### src/rtl/act_sched_pkg.sv
// Shared types, constants and helpers for the activation-unit share scheduler.
package act_sched_pkg;

  localparam int DEF_DATA_W = 8;
  localparam int MAX_ID_W   = 4;
  localparam int PERF_W     = 32;

  typedef logic signed [DEF_DATA_W-1:0] act_data_t;

  typedef struct packed {
    logic [MAX_ID_W-1:0] id;
    act_data_t           data;
  } rsp_entry_t;

  function automatic int clog2(input int value);
    int r;
    r = 0;
    while ((1 << r) < value) r++;
    return r;
  endfunction

endpackage

### src/rtl/act_rr_arbiter.sv
// Round-robin arbiter: grants the first valid requester at or after the
// pointer, then moves the pointer just past the winner.
module act_rr_arbiter
  import act_sched_pkg::*;
#(
  parameter int N_REQ = 4,
  parameter int ID_W  = 2
) (
  input  logic             clk,
  input  logic             rst,
  input  logic [N_REQ-1:0] valid,
  input  logic             enable,
  output logic [N_REQ-1:0] grant
);

  logic [ID_W-1:0] ptr;
  logic [ID_W-1:0] gid;
  logic [ID_W-1:0] idx_l;
  logic            found;
  int              idx;

  // search from the pointer, wrapping modulo N_REQ
  always_comb begin
    grant = '0;
    gid   = '0;
    found = 1'b0;
    idx   = 0;
    idx_l = '0;
    for (int k = 0; k < N_REQ; k++) begin
      idx = int'(ptr) + k;
      if (idx >= N_REQ) idx = idx - N_REQ;
      idx_l = ID_W'(idx);
      if (enable && !found && valid[idx_l]) begin
        found        = 1'b1;
        grant[idx_l] = 1'b1;
        gid          = idx_l;
      end
    end
  end

  // pointer advances past the winner; it holds when nothing is granted
  always_ff @(posedge clk) begin
    if (rst) begin
      ptr <= '0;
    end else if (found) begin
      ptr <= (int'(gid) == N_REQ - 1) ? '0 : gid + 1'b1;
    end
  end

endmodule

### src/rtl/act_unit_share_sched.sv
// Shares one activation unit among N_REQ requesters. Results return in grant
// order through a credit-protected FIFO, so back-pressure never drops one.
// Optional performance counters: define ACT_SCHED_PERF_CNT_EN.
module act_unit_share_sched
  import act_sched_pkg::*;
#(
  parameter  int N_REQ     = 4,
  parameter  int DATA_W    = DEF_DATA_W,
  parameter  int ACT_LAT   = 0,
  parameter  int RSP_DEPTH = 4,
  localparam int ID_W      = (clog2(N_REQ) < 1) ? 1 : clog2(N_REQ)
) (
  input  logic                    clk,
  input  logic                    rst,
  input  logic [N_REQ-1:0]        req_valid,
  input  logic [N_REQ*DATA_W-1:0] req_z,
  output logic [N_REQ-1:0]        req_ready,
  output logic [DATA_W-1:0]       act_z,
  input  logic [DATA_W-1:0]       act_a,
  output logic                    rsp_valid,
  output logic [DATA_W-1:0]       rsp_data,
  output logic [ID_W-1:0]         rsp_id,
  input  logic                    rsp_ready,
  output logic                    busy
`ifdef ACT_SCHED_PERF_CNT_EN
  ,
  output logic [PERF_W-1:0]       perf_issued,
  output logic [PERF_W-1:0]       perf_stall
`endif
);

  localparam int CNT_W = clog2(RSP_DEPTH + 1);
  localparam int PTR_W = clog2(RSP_DEPTH);
  localparam logic [CNT_W:0]   DEPTH_W = (CNT_W + 1)'(RSP_DEPTH);
  localparam logic [CNT_W-1:0] DEPTH_C = CNT_W'(RSP_DEPTH);

  logic [CNT_W-1:0]  inflight;
  logic [CNT_W-1:0]  fifo_count;
  logic [CNT_W:0]    credit_used;
  logic              credit_ok;
  logic              accept;
  logic              push;
  logic              pop;
  logic [N_REQ-1:0]  grant;
  logic [ID_W-1:0]   sel_id;
  logic [DATA_W-1:0] sel_z;
  logic [DATA_W-1:0] act_z_q;
  logic              tag_v  [ACT_LAT+1];
  logic [ID_W-1:0]   tag_id [ACT_LAT+1];
  logic [DATA_W-1:0] mem_data [RSP_DEPTH];
  logic [ID_W-1:0]   mem_id   [RSP_DEPTH];
  logic [PTR_W-1:0]  wr_ptr;
  logic [PTR_W-1:0]  rd_ptr;

  // credit comes from registered counts only, so rsp_ready never reaches req_ready
  assign credit_used = {1'b0, inflight} + {1'b0, fifo_count};
  assign credit_ok   = credit_used < DEPTH_W;

  act_rr_arbiter #(
    .N_REQ (N_REQ),
    .ID_W  (ID_W)
  ) u_arb (
    .clk    (clk),
    .rst    (rst),
    .valid  (req_valid),
    .enable (credit_ok && !rst),
    .grant  (grant)
  );

  assign req_ready = grant;
  assign accept    = |grant;

  // one-hot grant to requester index and its z value
  always_comb begin
    sel_id = '0;
    sel_z  = '0;
    for (int i = 0; i < N_REQ; i++) begin
      if (grant[i]) begin
        sel_id = ID_W'(i);
        sel_z  = req_z[i*DATA_W +: DATA_W];
      end
    end
  end

  // z register feeding the shared unit; holds when idle
  always_ff @(posedge clk) begin
    if (rst) begin
      act_z_q <= '0;
    end else if (accept) begin
      act_z_q <= sel_z;
    end
  end

  assign act_z = act_z_q;

  // tag pipeline tracks the unit latency: ACT_LAT+1 stages of {valid, id}
  always_ff @(posedge clk) begin
    if (rst) begin
      for (int k = 0; k <= ACT_LAT; k++) begin
        tag_v[k]  <= 1'b0;
        tag_id[k] <= '0;
      end
    end else begin
      tag_v[0]  <= accept;
      tag_id[0] <= sel_id;
      for (int k = 1; k <= ACT_LAT; k++) begin
        tag_v[k]  <= tag_v[k-1];
        tag_id[k] <= tag_id[k-1];
      end
    end
  end

  assign push      = tag_v[ACT_LAT];
  assign rsp_valid = (fifo_count != '0);
  assign pop       = rsp_valid && rsp_ready;

  // occupancy counters; a result moves from in-flight to buffered on push
  always_ff @(posedge clk) begin
    if (rst) begin
      inflight   <= '0;
      fifo_count <= '0;
    end else begin
      inflight   <= inflight + CNT_W'(accept) - CNT_W'(push);
      fifo_count <= fifo_count + CNT_W'(push) - CNT_W'(pop);
    end
  end

  // response FIFO storage and pointers
  always_ff @(posedge clk) begin
    if (rst) begin
      wr_ptr <= '0;
      rd_ptr <= '0;
      for (int k = 0; k < RSP_DEPTH; k++) begin
        mem_data[k] <= '0;
        mem_id[k]   <= '0;
      end
    end else begin
      if (push) begin
        mem_data[wr_ptr] <= act_a;
        mem_id[wr_ptr]   <= tag_id[ACT_LAT];
        wr_ptr           <= wr_ptr + 1'b1;
      end
      if (pop) begin
        rd_ptr <= rd_ptr + 1'b1;
      end
    end
  end

  assign rsp_data = mem_data[rd_ptr];
  assign rsp_id   = mem_id[rd_ptr];
  assign busy     = (inflight != '0) || (fifo_count != '0);

  // credit guarantees a free slot for every push
  always_ff @(posedge clk) begin
    if (!rst) begin
      assert (!(push && (fifo_count == DEPTH_C)));
    end
  end

`ifdef ACT_SCHED_PERF_CNT_EN
  // issue and credit-stall counters, wrapping at 2^32
  always_ff @(posedge clk) begin
    if (rst) begin
      perf_issued <= '0;
      perf_stall  <= '0;
    end else begin
      if (accept) perf_issued <= perf_issued + 1'b1;
      if ((|req_valid) && !credit_ok) perf_stall <= perf_stall + 1'b1;
    end
  end
`endif

endmodule

### config.mk
export PLATFORM = sky130hd
export DESIGN_NAME = act_unit_share_sched
export DESIGN_NICKNAME = d
export VERILOG_FILES = /design/src/rtl/act_sched_pkg.sv /design/src/rtl/act_rr_arbiter.sv /design/src/rtl/act_unit_share_sched.sv
export SDC_FILE = /design/constraint.sdc
export NUM_CORES = 1
export LEC_CHECK = 0
export CAP_MARGIN = 20
export CORE_MARGIN = 1.5
export CORE_UTILIZATION = 29
export CTS_BUF_LIST = sky130_fd_sc_hd__clkbuf_16
export DETAILED_ROUTE_END_ITERATION = 10
export PLACE_DENSITY_LB_ADDON = 0.25
export SLEW_MARGIN = 20
export SYNTH_ARGS = -nofsm -noshare
export SYNTH_HDL_FRONTEND = slang
export SYNTH_SLANG_ARGS = --single-unit
### constraint.sdc
create_clock -name clk -period 4.4 [get_ports clk]
set_input_delay 1.32 -clock clk [delete_from_list [all_inputs] [get_ports clk]]
set_output_delay 1.32 -clock clk [all_outputs]
set_load 0.01 [all_outputs]
==> results.txt, run 1 <==
Crit path required time - 3.08 ns
Worst path slowest cell - mux4_2
Die Wd - 114 µm
Startpoint types - input port
CTS root buf - clkbuf_16
CP startpoint - req_valid[0]
Initial antenna violation count - 0
Max Cap Viol - 0
Final setup fails - 0
First-pass DRT Iterations - 4
Flop pwr share - 0.283
Mux cell area share after synthesis - 0.0875
Mapped Cells - 316
Worst Tran Pin Value - 0.841 ns
Max Fanout on Critical Path - 8
First-pass GRT wire length - 14,300 µm
Ys async rst share - 0
Xor/xnor share of the synthesized area - 0.0221
CP bufs+invs - 4
Slack of the worst reg-to-reg path - 0.67 ns
Initial core utilization - 0.297
Number of buffers created by CTS - 9
Post-synth EDFFs - 40
Post-synth top area cell - edfxtp_1
PortBufs - 70
Adder-Cell Fraction of Synth Area - 0.0497
CTS hold repair buffers - 0
Minimum clock period - 4.35 ns
Comb power frac - 0.472
Number of synthesized register bits - 65
Simple logic cell fraction of the synthesized area - 0.171
Nets - 474
IO Count - 71
FF/Latch Area - 0.00170 mm²
Synth Net Count - 376
CTS tree - yes
Post-Syn Area - 0.00357 mm²
CP Cell Sequence - clkdlybuf4s15_2, mux4_2, nand3_1, a21oi_2, buf_4, a221oi_4, inv_2, dlygate4sd2_1
Sequential fraction of the synthesis area - 0.476
GRT Total Usage - 0.144
FMAX - 230 MHz
Total power - 3.09 mW
Unique masters post-synth - 54
Top cells by area, synth - edfxtp_1, dfxtp_1, mux4_2, nor2_1, ha_1
Leak - 1.95 nW
Final hold viol count - 0
Fillcell total - 1,182
Crit path max-delay family - buffers and inverters
Outcome - complete, no violations
Clock power share - 0.245
Clock skew - 0.0112 ns
Peak VDD IR - 268 µV
Antenna Cells - 0
Relative slew slack - 0.437
Switching Fraction - 0.351
Drt wl/cell - 15.5 µm
Top-count cell post-synth - nor2_1
CP arrival - 3.03 ns
CP peak stage delay - 0.51 ns
Worst Hold Class - reg2reg
Total wire length - 8780 µm
Multi-input gate area - 0.00174 mm²
Placer Congestion - 0.819
Top FF cell, synth - edfxtp_1
DIE AREA - 0.0130 mm²
Post-synthesis compound-gate area fraction - 0.144
P&R area growth vs syn - 39.8%
Share of the synthesized area in the top cell type - 0.336
Largest net degree at the start of global routing - 28
Min-delay src - rd_ptr[1]$_SDFFE_PP0P_
Mean Syn Cell Area - 11.3 µm²
Final setup TNS - 0 ns
Clock sinks - 65
DRC viols - 0
Synth cell count leaders - nor2_1, edfxtp_1, dfxtp_1
Setup Crit Path Kind - in2out
Final ANT Viol Nets - 0
Int Power - 2.01 mW
Bufs on Longest Clock Path - 2
H-tree depth - 3
Crit share post-route - 0.990
Row count - 40
Combinational family with the most area after synthesis - simple AND/OR/NAND/NOR gates
Drt first-iter violations - 135
RSZ-0062 raised after global routing - yes
Total vias in the final route - 2,746
Max Slew Vio Count - 0
Layout cells sized above 1 - 0.251
Net Switching - 1.09 mW
Critical path capture point type - primary output
Hpwl dp - 6030 µm
Yosys warnings - 0
Die height - 114 µm
Clock Latency Late Sink - 0.33 ns
Core Region - 0.0120 mm²
Vias per cell - 4.85
Clock-pin slew on the worst setup and hold paths - 0.06 ns
PwrDens - 620 mW/mm²
Grt total ovfl - 0
Vias in the first global route - 2,950
## power groups by stage
| stage | Sequential (mW) | Clock (mW) | Combinational, mW |
|---|---|---|---|
| floorplan | 0.860 | 0 | 0.930 |
| global placement | 0.887 | 0 | 1.42 |
| CTS | 0.881 | 0.776 | 1.48 |
| global route | 0.895 | 0.802 | 1.61 |
| detailed placement | 0.890 | 0 | 1.44 |
| finish | 0.876 | 0.759 | 1.46 |
## registers in the layout, indices dropped and copies added (netlist names), named ones only
signal	flops
wr_ptr	2
u_arb.ptr	1
mem_id	8
tag_v	1
inflight	3
act_z	8
fifo_count	3
tag_id	2
rd_ptr	2
mem_data	32
## path summary, 6_finish.rpt
check,to,cells after the start
setup reg to reg,inflight[2]$_SDFF_PP0_,17
hold reg to reg,rd_ptr[1]$_SDFFE_PP0P_,2
hold / removal,rd_ptr[1]$_SDFFE_PP0P_,2
setup / recovery,req_ready[1],8
## cells by family (layout without fill, tap and decap cells)
family / count (synthesis) / in the layout
mux: 15 / 15
compound gates: 55 / 55
simple gates: 116 / 116
flops: 65 / 65
buf+inv: 43 / 146
xor+xnor: 9 / 9
fa+ha+maj: 13 / 13
## layout make-up
type / count / area share
Clock buffer: 9 / 0.0451
Clock inverter: 7 / 0.0188
Inverter: 26 / 0.0200
Multi-Input combinational cell: 208 / 0.348
Sequential cell: 65 / 0.341
Tap cell: 147 / 0.0368
Timing Repair Buffer: 104 / 0.190
## metal layers
metal	up-vias	routed length, µm	global-route usage
li1	1335	-	-
met1	1322	3700	0.168
met2	76	4470	0.253
met3	13	450	0.0430
met4	0	159	0.0475
met5	-	0	0
## through the flow
stage	instances	util	hold slack (ns)	instance area [µm²]	setup WS, ns
floorplan	316	-	0.485	3570	0.0673
global placement	545	0.383	0.510	4600	-0.565
detailed placement	545	0.383	0.513	4600	-0.657
CTS	566	0.415	0.531	4990	0.00417
global route	566	0.416	0.559	4990	-0.0461
finish	566	0.416	0.526	4990	0.0460
## what timing repair did
item                       4_1_cts  5_1_grt
setup endpoints to repair        5        4
setup buffers                    5        0
pin swaps                        5        1
gates resized for setup         26        3
## layout by cell type (no fill, tap or decap), types with 2 or more instances in the layout
master,Yosys,final
clkinvlp_4,0,2
a21oi_1,11,8
nor4_4,2,2
clkinv_2,0,2
nand3_1,3,3
nand3b_1,5,5
mux4_2,13,13
nor2b_1,3,3
a211oi_2,6,6
dlygate4sd2_1,0,3
and3_1,6,6
bufinv_16,0,2
ha_1,11,11
o21ai_1,6,6
and2_1,17,17
nand2b_1,2,2
xnor2_1,5,5
inv_1,22,22
clkbuf_16,0,9
clkdlybuf4s15_2,0,3
fa_1,2,2
dfxtp_1,25,25
a221oi_4,2,3
buf_4,2,33
o21bai_2,0,2
or3_1,3,3
nand2_1,18,18
a221oi_2,8,7
inv_2,3,3
nor2_1,45,45
nor3_1,3,3
xor2_1,4,4
a211oi_1,3,3
mux2i_1,2,2
a21oi_2,1,4
o21ai_0,5,5
edfxtp_1,40,40
clkdlybuf4s50_1,0,61
## tightest hold or removal path: stages, from the launching register on
cell and delay [ns]:
dfxtp_1 0.32, xor2_1 0.07, nor2_1 0.10
Power figures use the tool's default switching activity.
==> run 2, diff against run 1 <==
Settings changed: CELL_PAD_IN_SITES_DETAIL_PLACEMENT set to 1, CELL_PAD_IN_SITES_GLOBAL_PLACEMENT set to 1, DONT_BUFFER_PORTS set to 1.
==> run 2 against run 1 <==
Non-clock buffer count is 93 lower. Critical path type unchanged. Die area is the same. Critical path depth decreased by 4.
==> results.txt, run 2 (synthesized netlist as in run 1, its figures left out) <==
Vias per cell - 5.02 (was 4.85)
Most frequent cells in the layout - nor2_1, edfxtp_1, dfxtp_1 (was clkdlybuf4s50_1, nor2_1, edfxtp_1)
FMAX - 244 MHz (was 230 MHz)
Final hold viol count - 0 (unchanged)
PwrDens - 683 mW/mm² (was 620 mW/mm²)
Bufs on Longest Clock Path - 2 (unchanged)
Clock-pin slew on the worst setup and hold paths - 0.05 ns (was 0.06 ns)
Hpwl dp - 5910 µm (was 6030 µm)
Crit share post-route - 0.930 (was 0.990)
First-pass GRT wire length - 13,500 µm (was 14,300 µm)
Clock sinks - 65 (unchanged)
Die height - 114 µm (unchanged)
Drt first-iter violations - 83 (was 135)
P&R area growth vs syn - 14.1% (was 39.8%)
Max reg flops - 32 (unchanged)
Comb power frac - 0.412 (was 0.472)
Grt total ovfl - 0 (unchanged)
IO Count - 71 (unchanged)
Flop pwr share - 0.320 (was 0.283)
Total vias in the final route - 2,371 (was 2,746)
CTS hold repair buffers - 0 (unchanged)
Core Region - 0.0120 mm² (unchanged)
Critical path capture point type - primary output (unchanged)
Final ANT Viol Nets - 0 (unchanged)
Worst Tran Pin Value - 0.849 ns (was 0.841 ns)
Inst Count DP - 457 (was 545)
Relative slew slack - 0.432 (was 0.437)
Crit path required time - 3.08 ns (about the same)
Post_cts resized - 0 (was 26)
Layout cells sized above 1 - 0.209 (was 0.251)
Placer Congestion - 0.842 (was 0.819)
Leak - 1.55 nW (was 1.95 nW)
Postcts setup bufs - 0 (was 5)
Multi-input gate area - 0.00170 mm² (was 0.00174 mm²)
Initial core utilization - 0.297 (unchanged)
Die Wd - 114 µm (unchanged)
Final setup TNS - 0 ns (unchanged)
PortBufs - 0 (was 70)
DIE AREA - 0.0130 mm² (unchanged)
CP arrival - 2.77 ns (was 3.03 ns)
Minimum clock period - 4.09 ns (was 4.35 ns)
Net Switching - 1.02 mW (was 1.09 mW)
Fillcell total - 1,313 (was 1,182)
Final setup fails - 0 (unchanged)
Total wire length - 8450 µm (was 8780 µm)
Switching Fraction - 0.365 (was 0.351)
Int Power - 1.77 mW (was 2.01 mW)
Peak VDD IR - 259 µV (was 268 µV)
Clock Latency Late Sink - 0.33 ns (about the same)
CTS root buf - clkbuf_16 (unchanged)
CTS tree - yes (unchanged)
Max Fanout on Critical Path - 12 (was 8)
Vias in the first global route - 2,448 (was 2,950)
Biggest register - mem_data (unchanged)
Antenna Cells - 0 (unchanged)
Drt wl/cell - 17.9 µm (was 15.5 µm)
Number of buffers created by CTS - 9 (unchanged)
H-tree depth - 3 (unchanged)
Initial antenna violation count - 0 (unchanged)
Worst Hold Class - reg2reg (unchanged)
Clock skew - 0.00635 ns (was 0.0112 ns)
DRC viols - 0 (unchanged)
Largest net degree at the start of global routing - 29 (was 28)
GRT Total Usage - 0.137 (was 0.144)
Nets - 381 (was 474)
Startpoint types - input port (unchanged)
Final cell count without fillers - 472 (was 566)
First-pass DRT Iterations - 4 (unchanged)
FF/Latch Area - 0.00170 mm² (unchanged)
Max Cap Viol - 0 (unchanged)
Commonest non-fill, non-tap cell in the layout - nor2_1 (was clkdlybuf4s50_1)
Clock power share - 0.268 (was 0.245)
Outcome - complete, no violations (unchanged)
Row count - 40 (unchanged)
Max Slew Vio Count - 0 (unchanged)
Setup Crit Path Kind - in2out (unchanged)
RSZ-0062 raised after global routing - no (was yes)
run 2: power by group through the flow:
stage	sequential, mW	combinational, mW	clock [mW]
final	0.891	1.15	0.747
after CTS	0.897	1.18	0.766
after detailed placement	0.908	1.17	0
after global routing	0.912	1.29	0.788
after floorplan	0.860	0.930	0
after global placement	0.905	1.15	0
run 2: worst paths after layout:
check,slack [ns],endpoint,from,cells after the start
worst max-delay path,0.31,req_ready[2],req_valid[2],4
worst max register to register,0.70,inflight[2]$_SDFF_PP0_,flop,15
worst min-delay path,0.53,rd_ptr[1]$_SDFFE_PP0P_,rd_ptr[1]$_SDFFE_PP0P_,2
worst min register to register,0.53,rd_ptr[1]$_SDFFE_PP0P_,rd_ptr[1]$_SDFFE_PP0P_,2
run 2: critical path: stages:
cell	delay, ns
mux4_2	0.56
a2111oi_4	0.49
a221oi_4	0.16
inv_2	0.23
run 2: area by class of cell:
cell class	count	area share
sequential	65	0.417
multi-input combinational	208	0.416
clock buffer	9	0.0552
tap	147	0.0451
inverter	26	0.0245
timing repair buffer	11	0.0212
clock inverter	6	0.0206
run 2: metrics by stage:
stage | setup slack (ns) | total power, mW | cell area (µm²) | util | hold slack [ns]
floorplan | 0.0673 | 1.79 | 3570 | - | 0.485
global placement | 0.257 | 2.05 | 3750 | 0.313 | 0.511
detailed placement | 0.205 | 2.08 | 3760 | 0.313 | 0.525
CTS | 0.273 | 2.84 | 4070 | 0.339 | 0.538
global route | 0.146 | 2.99 | 4080 | 0.339 | 0.569
finish | 0.307 | 2.79 | 4080 | 0.339 | 0.529
run 2: routing by layer:
metal / part of all wire / vias up / GRT usage
met5: 0 / - / 0
met4: 0.011 / 0 / 0.0375
met3: 0.065 / 10 / 0.0494
met2: 0.50 / 66 / 0.231
met1: 0.42 / 1147 / 0.165
li1: - / 1148 / -
